## config.mk

```make
export PLATFORM = sky130hd
export DESIGN_NAME = battleship_ctrl_flat
export DESIGN_NICKNAME = d
export VERILOG_FILES = /design/src/rtl/battleship_ctrl_if.sv /design/src/rtl/battleship_ctrl.sv /design/src/flat_wrapper.sv
export SDC_FILE = /design/constraint.sdc
export NUM_CORES = 1
export LEC_CHECK = 0
export ABC_AREA = 1
export BUFFER_PORTS_ARGS = -buffer_cell sky130_fd_sc_hd__buf_2
export CORE_MARGIN = 1.5
export CORE_UTILIZATION = 50
export CTS_CLUSTER_SIZE = 28
export DETAILED_ROUTE_END_ITERATION = 6
export PLACE_DENSITY = 0.77
export SLEW_MARGIN = 30
export SYNTH_ARGS = -nofsm -noshare
export SYNTH_HDL_FRONTEND = slang
export SYNTH_SLANG_ARGS = --single-unit
```

## constraint.sdc

```tcl
create_clock -name clk -period 4.18 [get_ports clk]
set_input_delay 0.418 -clock clk [delete_from_list [all_inputs] [get_ports clk]]
set_output_delay 0.418 -clock clk [all_outputs]
set_load 0.05 [all_outputs]
```

## src/rtl/battleship_ctrl_if.sv

```systemverilog
// Bus bundle between the battleship game controller and its surroundings:
// player controls, display scan, the two game-board RAMs and game status.
interface battleship_ctrl_if #(
  parameter int ADDR_W    = 7,
  parameter int NUM_SHIPS = 5
);
  localparam int SL_W = $clog2(NUM_SHIPS + 1);

  // player / display side
  logic              center;
  logic [ADDR_W-1:0] cursorCor;
  logic [ADDR_W-1:0] scanCor;

  // placement RAM (00 empty, 01 ship)
  logic [ADDR_W-1:0] Place_ADDR;
  logic [1:0]        Place_DATA;
  logic [1:0]        Place_RDATA;
  logic              Place_WE;
  logic              Place_OE;

  // shot RAM (00 unshot, 01 miss, 10 hit)
  logic [ADDR_W-1:0] Shoot_ADDR;
  logic [1:0]        Shoot_DATA;
  logic [1:0]        Shoot_RDATA;
  logic              Shoot_WE;
  logic              Shoot_OE;

  // game status
  logic [1:0]        phase;
  logic [SL_W-1:0]   ships_left;
  logic [7:0]        shot_cnt;
  logic              game_over;

  // environment side: drives controls and RAM read data
  modport master (
    output center, cursorCor, scanCor, Place_RDATA, Shoot_RDATA,
    input  Place_ADDR, Place_DATA, Place_WE, Place_OE,
    input  Shoot_ADDR, Shoot_DATA, Shoot_WE, Shoot_OE,
    input  phase, ships_left, shot_cnt, game_over
  );

  // controller side
  modport slave (
    input  center, cursorCor, scanCor, Place_RDATA, Shoot_RDATA,
    output Place_ADDR, Place_DATA, Place_WE, Place_OE,
    output Shoot_ADDR, Shoot_DATA, Shoot_WE, Shoot_OE,
    output phase, ships_left, shot_cnt, game_over
  );
endinterface

```

## src/rtl/battleship_ctrl.sv

```systemverilog
// Battleship game controller: clears both boards, lets the player place
// NUM_SHIPS ship cells, then takes shots until every ship cell is hit.
// Both board RAMs are external with a one-cycle synchronous read.
module battleship_ctrl #(
  parameter int GRID_CELLS = 100,
  parameter int ADDR_W     = 7,
  parameter int NUM_SHIPS  = 5
) (
  input  logic             clk,
  input  logic             rst_n,
  battleship_ctrl_if.slave bus
);
  localparam int SL_W = $clog2(NUM_SHIPS + 1);
  localparam logic [ADDR_W-1:0] LAST_CELL  = ADDR_W'(GRID_CELLS - 1);
  localparam logic [ADDR_W:0]   GRID_LIM   = (ADDR_W + 1)'(GRID_CELLS);
  localparam logic [SL_W-1:0]   SHIPS_INIT = SL_W'(NUM_SHIPS);
  localparam logic [SL_W-1:0]   LAST_PLACE = SL_W'(NUM_SHIPS - 1);

  typedef enum logic [2:0] {
    CLEAR, P_IDLE, P_RD, P_CHK, S_IDLE, S_RD, S_CHK, OVER
  } state_t;

  state_t            state_reg, state_next;
  logic [ADDR_W-1:0] clr_cnt_reg;
  logic [ADDR_W-1:0] cell_reg;
  logic [SL_W-1:0]   placed_reg;
  logic [SL_W-1:0]   ships_left_reg;
  logic [7:0]        shot_cnt_reg;

  logic cursor_ok, take_place, take_shot;
  logic place_new, shot_new, shot_hit;

  // Decisions shared by the FSM, the outputs and the counters. The CHK
  // states look at read data fetched during the preceding RD cycle.
  assign cursor_ok  = {1'b0, bus.cursorCor} < GRID_LIM;
  assign take_place = (state_reg == P_IDLE) && bus.center && cursor_ok;
  assign take_shot  = (state_reg == S_IDLE) && bus.center && cursor_ok;
  assign place_new  = (state_reg == P_CHK) && (bus.Place_RDATA == 2'b00);
  assign shot_new   = (state_reg == S_CHK) && (bus.Shoot_RDATA == 2'b00);
  assign shot_hit   = shot_new && (bus.Place_RDATA == 2'b01);

  assign bus.ships_left = ships_left_reg;
  assign bus.shot_cnt   = shot_cnt_reg;

  // State register
  always_ff @(posedge clk or negedge rst_n) begin
    if (!rst_n) state_reg <= CLEAR;
    else        state_reg <= state_next;
  end

  // Next-state logic
  always_comb begin
    state_next = state_reg;
    case (state_reg)
      CLEAR:  if (clr_cnt_reg == LAST_CELL) state_next = P_IDLE;
      P_IDLE: if (take_place) state_next = P_RD;
      P_RD:   state_next = P_CHK;
      P_CHK:  state_next = (place_new && placed_reg == LAST_PLACE) ? S_IDLE : P_IDLE;
      S_IDLE: if (take_shot) state_next = S_RD;
      S_RD:   state_next = S_CHK;
      S_CHK:  state_next = (shot_hit && ships_left_reg == SL_W'(1)) ? OVER : S_IDLE;
      OVER:   state_next = OVER;
      default: state_next = CLEAR;
    endcase
  end

  // RAM control and status outputs; reset forces every enable low at once
  always_comb begin
    bus.Place_ADDR = '0;
    bus.Place_DATA = 2'b00;
    bus.Place_WE   = 1'b0;
    bus.Place_OE   = 1'b0;
    bus.Shoot_ADDR = '0;
    bus.Shoot_DATA = 2'b00;
    bus.Shoot_WE   = 1'b0;
    bus.Shoot_OE   = 1'b0;
    bus.phase      = 2'b00;
    bus.game_over  = 1'b0;
    if (rst_n) begin
      case (state_reg)
        CLEAR: begin
          bus.Place_ADDR = clr_cnt_reg;
          bus.Shoot_ADDR = clr_cnt_reg;
          bus.Place_WE   = 1'b1;
          bus.Shoot_WE   = 1'b1;
        end
        P_IDLE, S_IDLE, OVER: begin
          bus.Place_ADDR = bus.scanCor;
          bus.Shoot_ADDR = bus.scanCor;
          bus.Place_OE   = 1'b1;
          bus.Shoot_OE   = 1'b1;
        end
        P_RD: begin
          bus.Place_ADDR = cell_reg;
          bus.Shoot_ADDR = cell_reg;
          bus.Place_OE   = 1'b1;
        end
        P_CHK: begin
          bus.Place_ADDR = cell_reg;
          bus.Shoot_ADDR = cell_reg;
          bus.Place_DATA = 2'b01;
          bus.Place_WE   = place_new;
        end
        S_RD, S_CHK: begin
          bus.Place_ADDR = cell_reg;
          bus.Shoot_ADDR = cell_reg;
          bus.Place_OE   = 1'b1;
          bus.Shoot_OE   = 1'b1;
          bus.Shoot_DATA = shot_hit ? 2'b10 : 2'b01;
          bus.Shoot_WE   = shot_new;
        end
        default: ;
      endcase
      case (state_reg)
        P_IDLE, P_RD, P_CHK: bus.phase = 2'b01;
        S_IDLE, S_RD, S_CHK: bus.phase = 2'b10;
        OVER:                bus.phase = 2'b11;
        default:             bus.phase = 2'b00;
      endcase
      bus.game_over = (state_reg == OVER);
    end
  end

  // Clear pointer, latched target cell and game counters
  always_ff @(posedge clk or negedge rst_n) begin
    if (!rst_n) begin
      clr_cnt_reg    <= '0;
      cell_reg       <= '0;
      placed_reg     <= '0;
      ships_left_reg <= SHIPS_INIT;
      shot_cnt_reg   <= '0;
    end else begin
      if (state_reg == CLEAR) clr_cnt_reg <= clr_cnt_reg + 1'b1;
      if (take_place || take_shot) cell_reg <= bus.cursorCor;
      if (place_new) placed_reg <= placed_reg + 1'b1;
      if (shot_hit) ships_left_reg <= ships_left_reg - 1'b1;
      if (shot_new && shot_cnt_reg != 8'hFF) shot_cnt_reg <= shot_cnt_reg + 1'b1;
    end
  end
endmodule

```

## src/flat_wrapper.sv

```systemverilog
// flat-port wrapper written by rule: the top's interface ports become plain ports
module battleship_ctrl_flat 
#(
  parameter int GRID_CELLS = 100,
  parameter int ADDR_W     = 7,
  parameter int NUM_SHIPS  = 5
)
  (clk, rst_n, bus_center, bus_cursorCor, bus_scanCor, bus_Place_RDATA, bus_Shoot_RDATA, bus_Place_ADDR, bus_Place_DATA, bus_Place_WE, bus_Place_OE, bus_Shoot_ADDR, bus_Shoot_DATA, bus_Shoot_WE, bus_Shoot_OE, bus_phase, bus_ships_left, bus_shot_cnt, bus_game_over);
  battleship_ctrl_if #(.ADDR_W(ADDR_W), .NUM_SHIPS(NUM_SHIPS)) bus_i ();
  input  logic clk;
  input  logic rst_n;
  input wire logic [$bits(bus_i.center)-1:0] bus_center;
  input wire logic [$bits(bus_i.cursorCor)-1:0] bus_cursorCor;
  input wire logic [$bits(bus_i.scanCor)-1:0] bus_scanCor;
  input wire logic [$bits(bus_i.Place_RDATA)-1:0] bus_Place_RDATA;
  input wire logic [$bits(bus_i.Shoot_RDATA)-1:0] bus_Shoot_RDATA;
  output wire logic [$bits(bus_i.Place_ADDR)-1:0] bus_Place_ADDR;
  output wire logic [$bits(bus_i.Place_DATA)-1:0] bus_Place_DATA;
  output wire logic [$bits(bus_i.Place_WE)-1:0] bus_Place_WE;
  output wire logic [$bits(bus_i.Place_OE)-1:0] bus_Place_OE;
  output wire logic [$bits(bus_i.Shoot_ADDR)-1:0] bus_Shoot_ADDR;
  output wire logic [$bits(bus_i.Shoot_DATA)-1:0] bus_Shoot_DATA;
  output wire logic [$bits(bus_i.Shoot_WE)-1:0] bus_Shoot_WE;
  output wire logic [$bits(bus_i.Shoot_OE)-1:0] bus_Shoot_OE;
  output wire logic [$bits(bus_i.phase)-1:0] bus_phase;
  output wire logic [$bits(bus_i.ships_left)-1:0] bus_ships_left;
  output wire logic [$bits(bus_i.shot_cnt)-1:0] bus_shot_cnt;
  output wire logic [$bits(bus_i.game_over)-1:0] bus_game_over;
  assign bus_i.center = bus_center;
  assign bus_i.cursorCor = bus_cursorCor;
  assign bus_i.scanCor = bus_scanCor;
  assign bus_i.Place_RDATA = bus_Place_RDATA;
  assign bus_i.Shoot_RDATA = bus_Shoot_RDATA;
  assign bus_Place_ADDR = bus_i.Place_ADDR;
  assign bus_Place_DATA = bus_i.Place_DATA;
  assign bus_Place_WE = bus_i.Place_WE;
  assign bus_Place_OE = bus_i.Place_OE;
  assign bus_Shoot_ADDR = bus_i.Shoot_ADDR;
  assign bus_Shoot_DATA = bus_i.Shoot_DATA;
  assign bus_Shoot_WE = bus_i.Shoot_WE;
  assign bus_Shoot_OE = bus_i.Shoot_OE;
  assign bus_phase = bus_i.phase;
  assign bus_ships_left = bus_i.ships_left;
  assign bus_shot_cnt = bus_i.shot_cnt;
  assign bus_game_over = bus_i.game_over;
  battleship_ctrl #(.GRID_CELLS(GRID_CELLS), .ADDR_W(ADDR_W), .NUM_SHIPS(NUM_SHIPS)) u_core (.clk(clk), .rst_n(rst_n), .bus(bus_i));
endmodule
```

# ---- Word-level counts from Yosys, hierarchy flattened
# Cells that the tools add are included.
dict set report classes {
  n_addsub 4
  order_cmp 1
  eq_ne 15
  n_mux 24
  reduce_logical 22
}
# cell count
set ops {}
lappend ops {{one-hot mux 3 bit (8 select lines)} 1}
lappend ops {{one-hot mux 7 bit (3 select lines)} 1}
lappend ops {{== test 3 bit, second input constant} 5}
lappend ops {{2-to-1 mux 2 bit} 6}
lappend ops {{2-to-1 mux 3 bit} 4}
lappend ops {{logical AND 1 bit} 10}
lappend ops {{OR reduction 3 bit} 3}
lappend ops {{adder 8 x 1 -> 8 bit, second input constant} 1}
lappend ops {{2-to-1 mux 1 bit} 8}
lappend ops {{inequality test 8 bit, second input constant} 1}
lappend ops {{adder 7 x 1 -> 7 bit, second input constant} 1}
lappend ops {{== test 7 bit, second input constant} 1}
lappend ops {{less-than comparator 7 bit, second input constant} 1}
lappend ops {{2-to-1 mux 7 bit} 1}
lappend ops {{== test 3 x 1 -> 1 bit, second input constant} 2}
lappend ops {{== test 3 x 2 -> 1 bit, second input constant} 2}
lappend ops {{inequality test 2 x 1 -> 1 bit, second input constant} 3}
lappend ops {{one-hot mux 2 bit (3 select lines)} 1}
lappend ops {{OR reduction 6 bit} 1}
lappend ops {{OR reduction 5 bit} 1}
lappend ops {{zero test 2 bit} 2}
lappend ops {{one-hot mux 1 bit (2 select lines)} 2}
lappend ops {{OR reduction 4 bit} 1}
lappend ops {{adder 3 x 1 -> 3 bit, second input constant} 1}
lappend ops {{other kinds (6)} 6}
dict set report word_totals {
  regBits 31
  inputBits 21
  out_inout_bits 36
  word_cells 72
}

# ---- Depth between registers and ports, before layout
# Gate-level depths: netlist (run 1).
dict set report logic_depth {
  word_depth 6
  depth_mapped 9
  depth_no_buf 9
}

# ---- Least setup slack after synthesis (run 1)
# No wires, ideal clock.
dict set report synth_timing {
  path_kind {register to output}
  start {register u_core.state_reg[2]}
  end {output bus_Shoot_ADDR[0]}
  arrival_ns 2.265
  t_required_ns 3.762
  slack_ns 1.497
  stages_incl_launch_ff 8
  n_path_buf 2
  path_cell_list {dfrtp_1 buf_2 inv_1 nand2_1 nand2_1 nand3_1 a31oi_1 buf_4}
}
dict set report synth_between {
  elab_chain_cells 4
  elab_cells_between_ends 12
  cone_classes {eq/ne (7); mux (2); reduce/logical (3)}
}
# element line
set synth_rtl {}
lappend synth_rtl {{start: declaration} battleship_ctrl.sv:23} ;# state_t state_reg, state_next;
lappend synth_rtl {{start signal: assignment} battleship_ctrl.sv:48} ;# else state_reg <= state_next;
lappend synth_rtl {{== test 3 x 2 -> 1 bit, or another cell as far along} --}
lappend synth_rtl {{OR reduction 4 bit (no source line) or OR reduction 3 bit (tied branches)} --}
lappend synth_rtl {{one-hot mux 7 bit (3 select lines) (*)} --}
lappend synth_rtl {{2-to-1 mux 7 bit (*)} --}
lappend synth_rtl {{end: declaration} flat_wrapper.sv:21} ;# output wire logic [$bits(bus_i.Shoot_ADDR)-1:0] bus_Shoot_ADDR;
# Mark *: on every way between the ends. The rest lies on a longest branch, timed or not.

# ---- Worst setup path in the final report (run 1)
dict set report layout_timing {
  start {register u_core.state_reg[0]}
  end {output bus_Place_ADDR[4]}
}
dict set report layout_between {
  elab_chain_cells 4
  elab_cells_between_ends 12
  cone_classes {eq/ne (7); mux (2); reduce/logical (3)}
}
# element line
set layout_rtl {}
lappend layout_rtl {{== test 3 x 2 -> 1 bit, or another cell as far along} battleship_ctrl.sv:80} ;# case (state_reg)
lappend layout_rtl {{OR reduction 4 bit (no source line) or OR reduction 3 bit (tied branches)} --}
lappend layout_rtl {{one-hot mux 7 bit (3 select lines) (*)} battleship_ctrl.sv:80}
lappend layout_rtl {{2-to-1 mux 7 bit (*)} battleship_ctrl.sv:79} ;# if (rst_n) begin
lappend layout_rtl {{end: declaration} flat_wrapper.sv:17} ;# output wire logic [$bits(bus_i.Place_ADDR)-1:0] bus_Place_ADDR;
# Marked as above.

==> flow_metrics.py, run 1 <==
metrics = {
    "floorplan": {
        "initial_utilization_pct": 52.73,
        "top_level_ports": 57,
        "chipWidth_um": 65.60,
        "floorplan.die_area_um2": 4303,
        "floorplan_core_area_um2": 3716,
        "die_h_um": 65.60,
        "rows": 22,
    },
    "place": {
        "place_ws_ns": 1.961,
        "finalWeightedCongestion": 0.8237,
        "place_hpwl_um": 3139,
        "portBuffers": 55,
    },
    "logic_synthesis": {
        "mappedNetlistNets": 282,
        "postSynthRegisterBits": 31,
        "yosys_warnings": 0,
        "synth_top_cells_by_area": "sky130_fd_sc_hd__dfrtp_1 (37%), sky130_fd_sc_hd__nand2_1 (14%), sky130_fd_sc_hd__inv_1 (5.9%)",
        "synth.cell_area_um2": 1959,
        "synth.largest_area_cell": "sky130_fd_sc_hd__dfrtp_1",
        "synth-seq-area-share_pct": 39.72,
        "synth_top_area_share_pct": 37.04,
        "unique_masters_post_synth": 31,
        "synthCells": 255,
        "post_synthesis_average_cell_area_um2": 7.684,
    },
    "setup_path": {
        "worst-path-buf-inv": 2,
        "path_cells": "nor2_4 -> nand2_1 -> inv_1 -> nand2_1 -> a31oi_1 -> buf_2",
        "worstSetupPathType": "reg -> out",
        "worst_setup_slack_for_register_to_register_paths_ns": 2.40,
        "start_kind": "flip-flop",
        "critPathCaptureType": "primary output",
        "rr_worst_depth": 8,
        "regToRegStartpoint": "u_core.state_reg[0]",
        "critical-path-top-delay-family": "buffers and inverters",
        "cell_with_the_largest_stage_delay_on_the_worst_path": "sky130_fd_sc_hd__dfrtp_1",
        "critical_register_to_register_path_endpoint": "u_core.state_reg[0]",
        "worst-path-max-fanout": 11,
        "cp.arrival_ns": 2.10,
        "timing.critical_path.mode_cell": "sky130_fd_sc_hd__nand2_1",
        "critical_path.max_stage_delay_ns": 0.50,
        "cp.required_ns": 3.76,
    },
    "cts": {
        "tritoncts": "done",
        "path_clk_slew_ns": 0.06,
        "worst_skew_pair_latency_ns": 0.28,
        "cts_inserted_buffers": 5,
        "ctsResizeCount": 0,
        "clock_sink_count": 31,
        "cts.path.max_buffers": 2,
        "hold_buffers_post_cts": 0,
        "clk_root_buffer_cell": "sky130_fd_sc_hd__clkbuf_8",
        "post-cts-setup-buffer-count": 0,
        "cts.htree.levels": 2,
    },
    "pwr": {
        "internal_power_mw": 0.6922,
        "power_per_cell_area_nw_per_um2": 634.5,
        "leakagePower_nw": 1.271,
        "pwr-share-clk_pct": 15.5,
        "vdd.ir_drop.worst_mv": 0.3968,
        "sequentialPowerShare_pct": 31.6,
        "portion_of_total_power_attributed_to_combinational_logic_pct": 52.8,
        "switching_share_pct": 52.23,
        "totalPowerFinal_mw": 1.449,
        "switching_power_mw": 0.7567,
    },
    "grt": {
        "largest_net_degree_at_the_start_of_global_routing": 21,
        "grt.overflow.total": 0,
        "vias_in_the_first_global_route": 1584,
        "global_route.usage.total_pct": 21.61,
        "grt_pass1_wl_um": 7086,
        "initial_antenna_violation_count": 0,
    },
    "routing": {
        "ant_nets": 0,
        "drtIter0Drc": 107,
        "postRouteWirelength_um": 4153,
        "drc_errors": 0,
        "vias": 1760,
        "post_drt_via_cell_ratio": 4.972,
        "drt-pass1-iter-count": 4,
        "detail_route.wl_per_cell_um": 11.73,
    },
    "timing": {
        "clock.fmax_ghz": 0.3966,
        "finalHoldViolCount": 0,
        "setup_violations": 0,
        "fin_skew_ns": 0.003691,
        "setup_total_negative_slack_ns": 0,
        "finalMaxSlewViolations": 0,
        "rsz0062_at_grt": "no",
        "period_needed_ns": 2.521,
        "timing.final.crit_share_pct": 60.31,
        "worst_slack_ns": 1.659,
    },
    "cells_and_area": {
        "fill_cells": 343,
        "largest_register_ff_count": 8,
        "diodes": 0,
        "drive_gt1_share_pct": 25.82,
        "mostFrequentLayoutCells": "sky130_fd_sc_hd__nand2_1 (75), sky130_fd_sc_hd__buf_2 (55), sky130_fd_sc_hd__inv_1 (31)",
        "area_delta_synth_final_pct": 16.54,
        "num-nets-final": 332,
        "post-route-util_pct": 61.45,
        "layout_commonest_cell": "sky130_fd_sc_hd__nand2_1",
    },
    "min_path": {
        "min_path_type": "in -> async",
    },
    "flow_run": {
        "max_cap_violations": 0,
    },
    "run_status": {
        "outcome": "finished clean",
    },
}
routing by layer:
| layer | vias up | track usage [%] | wire (um) |
|---|---|---|---|
| li1 | 900 | - | - |
| met5 | - | 0 | 0 |
| met3 | 7 | 4.623 | 235 |
| met1 | 806 | 29.64 | 1997 |
| met4 | 0 | 10.16 | 69 |
| met2 | 47 | 32.53 | 1850 |
metrics by stage:
| step | hold WS, ns | instances | area, um2 |
|---|---|---|---|
| final | 0.05695 | 354 | 2283 |
| after global routing | 0.07141 | 354 | 2283 |
| after CTS | 0.06383 | 354 | 2283 |
| after detailed placement | 0.3686 | 346 | 2203 |
| after global placement | 0.3644 | 346 | 2203 |
| after floorplan | 0.1224 | 255 | 1959 |
layout make-up:
type	count	area (um2)	area share [%]
sequential	31	778.2	34.08
timing repair buffer	56	282.8	12.38
multi-input combinational	179	962.2	42.14
clock buffer	8	80.08	3.507
inverter	32	120.1	5.260
tap	48	60.06	2.630
cells in the mapped netlist:
cell,number
sky130_fd_sc_hd__conb_1,1
sky130_fd_sc_hd__buf_2,1
sky130_fd_sc_hd__nand3b_1,1
sky130_fd_sc_hd__nand2_2,2
sky130_fd_sc_hd__clkbuf_1,1
sky130_fd_sc_hd__a31oi_1,4
sky130_fd_sc_hd__nand3_1,19
sky130_fd_sc_hd__xnor2_1,8
sky130_fd_sc_hd__nor3b_1,1
sky130_fd_sc_hd__dfrtp_1,29
sky130_fd_sc_hd__inv_1,31
sky130_fd_sc_hd__or2_0,1
sky130_fd_sc_hd__nand2_1,75
sky130_fd_sc_hd__o211ai_1,2
sky130_fd_sc_hd__o21ai_1,1
sky130_fd_sc_hd__o21ai_2,7
sky130_fd_sc_hd__nor2_4,2
sky130_fd_sc_hd__buf_6,2
sky130_fd_sc_hd__buf_4,9
sky130_fd_sc_hd__ha_1,6
sky130_fd_sc_hd__o21ai_0,10
sky130_fd_sc_hd__inv_2,1
sky130_fd_sc_hd__nand3_2,2
sky130_fd_sc_hd__nor2_1,16
sky130_fd_sc_hd__nor2_2,1
sky130_fd_sc_hd__a21oi_1,5
sky130_fd_sc_hd__nor3_4,1
sky130_fd_sc_hd__dfstp_2,2
sky130_fd_sc_hd__xor2_1,6
sky130_fd_sc_hd__nor3_1,5
sky130_fd_sc_hd__nand4_1,3
worst max path at each step:
stage / start / depth (start not counted) / end
floorplan: u_core.state_reg[2] / 7 / bus_Shoot_ADDR[0]
global placement: rst_n / 5 / bus_Place_ADDR[0]
finish: u_core.state_reg[0] / 6 / bus_Place_ADDR[4]
CTS: u_core.state_reg[0] / 6 / bus_Place_ADDR[4]
detailed placement: u_core.state_reg[0] / 6 / bus_Place_ADDR[4]
global route: u_core.state_reg[0] / 6 / bus_Place_ADDR[4]
power groups by stage:
stage / combinational (mW) / sequential, mW / clock (mW)
finish: 0.766 / 0.458 / 0.225
global placement: 0.757 / 0.458 / 0
CTS: 0.771 / 0.458 / 0.231
detailed placement: 0.767 / 0.463 / 0
floorplan: 0.563 / 0.546 / 0
global route: 0.830 / 0.470 / 0.241
kinds of logic (layout without fill, tap and decap cells):
family	count (synthesis)	count (layout)	share of synthesized area (%)
XOR/XNOR	14	14	6.258
AND/OR/NAND/NOR	129	129	29.57
buffers and inverters	45	96	11.17
flip-flops	31	31	39.72
AO/OA/AOI/OAI	29	29	9.259
adder cells (fa/ha/maj)	6	6	3.831
other	1	1	0.1914
Power figures use the tool's default switching activity.
==> run 2, diff against run 1 <==
--- a/config.mk
+++ b/config.mk
@@ -8,10 +8,10 @@
 export ABC_AREA = 1
 export BUFFER_PORTS_ARGS = -buffer_cell sky130_fd_sc_hd__buf_2
 export CORE_MARGIN = 1.5
-export CORE_UTILIZATION = 50
+export CORE_UTILIZATION = 47
 export CTS_CLUSTER_SIZE = 28
 export DETAILED_ROUTE_END_ITERATION = 6
-export PLACE_DENSITY = 0.77
+export PLACE_DENSITY = 0.76
 export SLEW_MARGIN = 30
 export SYNTH_ARGS = -nofsm -noshare
 export SYNTH_HDL_FRONTEND = slang
==> constraint.sdc (replaced) <==
create_clock -name clk -period 2.1 [get_ports clk]
set_input_delay 0.21 -clock clk [delete_from_list [all_inputs] [get_ports clk]]
set_output_delay 0.21 -clock clk [all_outputs]
set_load 0.05 [all_outputs]
==> run 2 against run 1 <==
Compared with the run above: routed wire length grew 8.3%; largest power group unchanged; via count grew 3.6%; critical path type unchanged; setup slack lost 1.6 ns.
==> flow_metrics.py, run 2 (synthesis gave the netlist of run 1 again) <==
metrics = {
    "floorplan": {
        "chipWidth_um": 67.57,
        "initial_utilization_pct": 48.98,
        "top_level_ports": 57,
        "rows": 23,
        "floorplan_core_area_um2": 4000,
        "die_h_um": 67.57,
        "floorplan.die_area_um2": 4565,
    },
    "flow_run": {
        "max_cap_violations": 0,
    },
    "grt": {
        "vias_in_the_first_global_route": 1575,
        "grt_pass1_wl_um": 7189,
        "grt.overflow.total": 0,
        "largest_net_degree_at_the_start_of_global_routing": 22,
        "global_route.usage.total_pct": 21.45,
        "initial_antenna_violation_count": 0,
    },
    "routing": {
        "drc_errors": 0,
        "postRouteWirelength_um": 4498,
        "post_drt_via_cell_ratio": 4.981,
        "detail_route.wl_per_cell_um": 12.29,
        "drt-pass1-iter-count": 5,
        "drtIter0Drc": 103,
        "ant_nets": 0,
        "vias": 1823,
    },
    "pwr": {
        "leakagePower_nw": 1.317,
        "vdd.ir_drop.worst_mv": 0.6938,
        "power_per_cell_area_nw_per_um2": 1224,
        "totalPowerFinal_mw": 3.039,
    },
    "timing": {
        "rsz0062_at_grt": "yes",
        "clock.fmax_ghz": 0.4922,
        "fin_skew_ns": 0.003770,
        "worst_slack_ns": 0.06830,
        "finalHoldViolCount": 0,
        "setup_violations": 0,
        "period_needed_ns": 2.032,
        "timing.final.crit_share_pct": 96.75,
        "finalMaxSlewViolations": 0,
    },
    "place": {
        "finalWeightedCongestion": 0.8106,
        "place_ws_ns": 0.2739,
        "place_hpwl_um": 3425,
        "portBuffers": 55,
    },
    "cts": {
        "tritoncts": "done",
        "clk_root_buffer_cell": "sky130_fd_sc_hd__clkbuf_8",
        "path_clk_slew_ns": 0.06,
        "cts.htree.levels": 2,
        "cts_inserted_buffers": 5,
        "worst_skew_pair_latency_ns": 0.28,
        "cts.path.max_buffers": 2,
        "clock_sink_count": 31,
    },
    "cells_and_area": {
        "num-nets-final": 342,
        "drive_gt1_share_pct": 32.59,
        "area_delta_synth_final_pct": 26.69,
        "layout_commonest_cell": "sky130_fd_sc_hd__nand2_1",
        "mostFrequentLayoutCells": "sky130_fd_sc_hd__nand2_1 (72), sky130_fd_sc_hd__buf_2 (42), sky130_fd_sc_hd__inv_1 (29)",
        "diodes": 0,
        "post-route-util_pct": 62.06,
        "largest_register_ff_count": 8,
    },
    "setup_path": {
        "critPathCaptureType": "primary output",
        "cp.arrival_ns": 1.82,
        "worstSetupPathType": "reg -> out",
        "start_kind": "flip-flop",
        "cp.required_ns": 1.89,
        "worst-path-max-fanout": 9,
    },
    "run_status": {
        "outcome": "finished clean",
    },
    "min_path": {
        "min_path_type": "in -> reg",
    },
}
-- run 2: final cells by class --
| type | instances | area [um2] |
|---|---|---|
| well taps | 50 | 62.56 |
| inverters | 32 | 123.9 |
| fillers | 362 | 1518 |
| multi-input cells | 179 | 1039 |
| repair buffers | 66 | 395.4 |
| flip-flops and latches | 31 | 780.7 |
| clock inverters | 1 | 5.005 |
| clock buffers | 7 | 76.32 |
-- run 2: where the power goes --
group	total (mW)	switching (mW)	internal [mW]	leakage, nW
sequential	0.913	0.152	0.761	0.388
combinational	1.68	1.20	0.481	0.886
clock	0.442	0.211	0.232	0.0422
-- run 2: timing repair --
action,in CTS,in global routing
endpoints found under the setup margin,4,16
pin swaps,0,0
hold buffers,2,0
resized for setup,1,21
buffers inserted,0,5
endpoints found under the hold margin,7,0
-- run 2: metal layers --
metal	track usage (%)	wire, um
met1	29.55	1968
met2	31.99	2098
met3	5.833	355
met4	8.163	75
met5	0	0
-- run 2: stage by stage --
step,cell area [um2],cells,TNS [ns],hold WS (ns)
global route,2482,366,-0.2874,0.1602
finish,2482,366,0,0.1630
detailed placement,2297,351,0,0.09956
floorplan,2028,255,-0.01010,-0.08559
CTS,2400,361,0,0.1524
global placement,2297,351,0,0.09633
-- run 2: worst paths after layout --
check                      cells after the start                     end                   start  slack, ns
max                                            8       bus_Place_ADDR[2]     u_core.state_reg[0]       0.07
max reg2reg                                    8  u_core.bus.shot_cnt[4]  u_core.bus.shot_cnt[0]       0.57
max in group asynchronous                      3     u_core.state_reg[0]                   rst_n       0.79
min in group asynchronous                      3   u_core.clr_cnt_reg[0]                   rst_n       0.48
min                                            3      u_core.cell_reg[1]        bus_cursorCor[1]       0.16
min reg2reg                                    1    u_core.placed_reg[2]    u_core.placed_reg[2]       0.48
-- run 2: worst max-delay path: stages (launching register included) --
cell                       delay (ns)
sky130_fd_sc_hd__dfrtp_2         0.47
sky130_fd_sc_hd__nand2_1         0.15
sky130_fd_sc_hd__nand2_1         0.12
sky130_fd_sc_hd__inv_1           0.10
sky130_fd_sc_hd__nand2_2         0.11
sky130_fd_sc_hd__nand2_1         0.10
sky130_fd_sc_hd__nand2_1         0.07
sky130_fd_sc_hd__a21oi_2         0.17
sky130_fd_sc_hd__clkbuf_4        0.26
==> run 3, diff against run 2 <==
--- a/config.mk
+++ b/config.mk
@@ -12,6 +12,7 @@
 export CTS_CLUSTER_SIZE = 28
 export DETAILED_ROUTE_END_ITERATION = 6
 export PLACE_DENSITY = 0.76
+export RECOVER_POWER = 50
 export SLEW_MARGIN = 30
 export SYNTH_ARGS = -nofsm -noshare
 export SYNTH_HDL_FRONTEND = slang
==> run 3 against run 2 <==
Compared with the run above: non-clock buffer count stayed put; routed wire length is 0.42% higher; global-route usage stayed put; critical endpoint unchanged; total power is 0.50% lower; clock-buffer cell count stayed put; register-to-register slack hardly changed; clock skew hardly changed; setup slack better by 0.0063 ns; sequential share of layout area is 0.21 points higher; hold slack hardly changed.
==> flow_metrics.py, run 3 (synthesis gave the netlist of run 1 again) <==
metrics = {
    "timing": {
        "timing.final.crit_share_pct": 96.45,
        "timing.max_slew.rel_slack_pct": 59.79,
        "clock.fmax_ghz": 0.4937,
        "period_needed_ns": 2.025,
        "finalMaxSlewViolations": 0,
        "worst-slew-pin-transition_ns": 0.6058,
        "finalHoldViolCount": 0,
        "setup_violations": 0,
        "worst_slack_ns": 0.07463,
        "rsz0062_at_grt": "yes",
        "fin_skew_ns": 0.003947,
    },
    "setup_path": {
        "critical_path.max_stage_delay_ns": 0.47,
        "cp.required_ns": 1.89,
        "critPathCaptureType": "primary output",
        "start_kind": "flip-flop",
        "worst-path-buf-inv": 2,
        "path_cells": "nand2_1 -> nand2_1 -> inv_1 -> nand2_2 -> nand2_1 -> nand2_1 -> a21oi_2 -> clkbuf_4",
        "timing.critical_path.mode_cell": "sky130_fd_sc_hd__nand2_1",
        "cp.arrival_ns": 1.82,
        "worstSetupPathType": "reg -> out",
        "cell_with_the_largest_stage_delay_on_the_worst_path": "sky130_fd_sc_hd__dfrtp_2",
        "regToRegStartpoint": "u_core.bus.shot_cnt[0]",
        "critical-path-top-delay-family": "simple AND/OR/NAND/NOR gates",
        "worst-path-max-fanout": 9,
        "critical_path.startpoint": "u_core.state_reg[0]",
    },
    "pwr": {
        "vdd.ir_drop.worst_mv": 0.6941,
        "switching_share_pct": 51.85,
        "leakagePower_nw": 1.275,
        "pwr-share-clk_pct": 14.6,
        "sequentialPowerShare_pct": 30.3,
        "portion_of_total_power_attributed_to_combinational_logic_pct": 55.1,
        "switching_power_mw": 1.568,
        "internal_power_mw": 1.456,
        "power_per_cell_area_nw_per_um2": 1226,
    },
    "cells_and_area": {
        "drive_gt1_share_pct": 28.80,
        "layout_commonest_cell": "sky130_fd_sc_hd__nand2_1",
        "fill_cells": 369,
        "mostFrequentLayoutCells": "sky130_fd_sc_hd__nand2_1 (72), sky130_fd_sc_hd__buf_2 (31), sky130_fd_sc_hd__inv_1 (29)",
        "area_delta_synth_final_pct": 25.86,
        "largest_register_ff_count": 8,
        "layout.cell_area.non_filler_um2": 2466,
        "diodes": 0,
        "num-nets-final": 342,
    },
    "grt": {
        "grt_pass1_wl_um": 7189,
        "initial_antenna_violation_count": 0,
        "vias_in_the_first_global_route": 1575,
        "global_route.usage.total_pct": 21.45,
        "largest_net_degree_at_the_start_of_global_routing": 22,
        "grt.overflow.total": 0,
    },
    "floorplan": {
        "initial_utilization_pct": 48.98,
        "floorplan_core_area_um2": 4000,
        "floorplan.die_area_um2": 4565,
        "die_h_um": 67.57,
        "top_level_ports": 57,
        "rows": 23,
        "chipWidth_um": 67.57,
    },
    "cts": {
        "cts.path.max_buffers": 2,
        "path_clk_slew_ns": 0.06,
        "clock_sink_count": 31,
        "cts.htree.levels": 2,
        "tritoncts": "done",
        "clk_root_buffer_cell": "sky130_fd_sc_hd__clkbuf_8",
        "worst_skew_pair_latency_ns": 0.28,
        "cts_inserted_buffers": 5,
    },
    "routing": {
        "detail_route.wl_per_cell_um": 12.34,
        "vias": 1804,
        "drtIter0Drc": 102,
        "ant_nets": 0,
        "drc_errors": 0,
        "post_drt_via_cell_ratio": 4.929,
        "drt-pass1-iter-count": 4,
        "postRouteWirelength_um": 4517,
    },
    "place": {
        "finalWeightedCongestion": 0.8106,
        "place_hpwl_um": 3425,
        "portBuffers": 55,
        "place_ws_ns": 0.2739,
        "postPlaceCellArea_um2": 2297,
    },
    "flow_run": {
        "max_cap_violations": 0,
    },
    "min_path": {
        "min_path_type": "in -> reg",
        "min-delay-start": "bus_cursorCor[1]",
    },
    "run_status": {
        "outcome": "finished clean",
    },
}
==> run 3: worst register-to-register path: cells and delay by family, from the launching register on <==
kind                     cells  cell delay, ns
AND/OR/NAND/NOR              5            0.64
flip-flops                   1            0.40
AO/OA/AOI/OAI                1            0.07
adder cells (fa/ha/maj)      1            0.23
buffers and inverters        1            0.10
==> run 3: final cells by class <==
class / instances / area (um2) / share of cell area [%]
Clock buffer: 7 / 76.32 / 3.095
Multi-Input combinational cell: 179 / 1036 / 42.01
Sequential cell: 31 / 780.7 / 31.66
Tap cell: 50 / 62.56 / 2.537
Inverter: 32 / 123.9 / 5.023
Clock inverter: 1 / 5.005 / 0.2029
Timing Repair Buffer: 66 / 381.6 / 15.47
==> run 3: stage by stage <==
stage	TNS (ns)	total power, mW	util [%]	hold WS (ns)	cells
after floorplan	-0.01010	2.282	-	-0.08559	255
after global placement	0	2.507	57.43	0.09633	351
after detailed placement	0	2.535	57.43	0.09956	351
after CTS	0	2.994	59.99	0.1524	361
after global routing	-0.2874	3.234	61.65	0.1602	366
final	0	3.023	61.65	0.1628	366
==> run 3: worst paths after layout <==
check,to,slack [ns],cells past startpoint
max in group asynchronous,u_core.state_reg[0],0.79,3
max,bus_Place_ADDR[2],0.07,8
min reg2reg,u_core.placed_reg[2],0.48,1
max reg2reg,u_core.bus.shot_cnt[4],0.56,8
min,u_core.cell_reg[1],0.16,3
min in group asynchronous,u_core.clr_cnt_reg[0],0.48,3
==> run 3: timing repair <==
action                     4_1_cts  5_1_grt
hold buffers                     2        0
buffers inserted                 0        5
setup endpoints to repair        4       16
gates resized for setup          1       21
hold endpoints to repair         7        0
==> run 3: layer usage <==
layer  GRT usage, %  routed length [um]
met3          5.833                 314
met1          29.55                2022
met2          31.99                2105
met5              0                   0
met4          8.163                  75
==> run 3: power by group through the flow <==
stage | registers, mW | clock network, mW | logic (mW)
floorplan | 1.09 | 0 | 1.20
global placement | 0.911 | 0 | 1.60
detailed placement | 0.919 | 0 | 1.62
CTS | 0.910 | 0.459 | 1.62
global route | 0.941 | 0.493 | 1.80
finish | 0.916 | 0.441 | 1.67
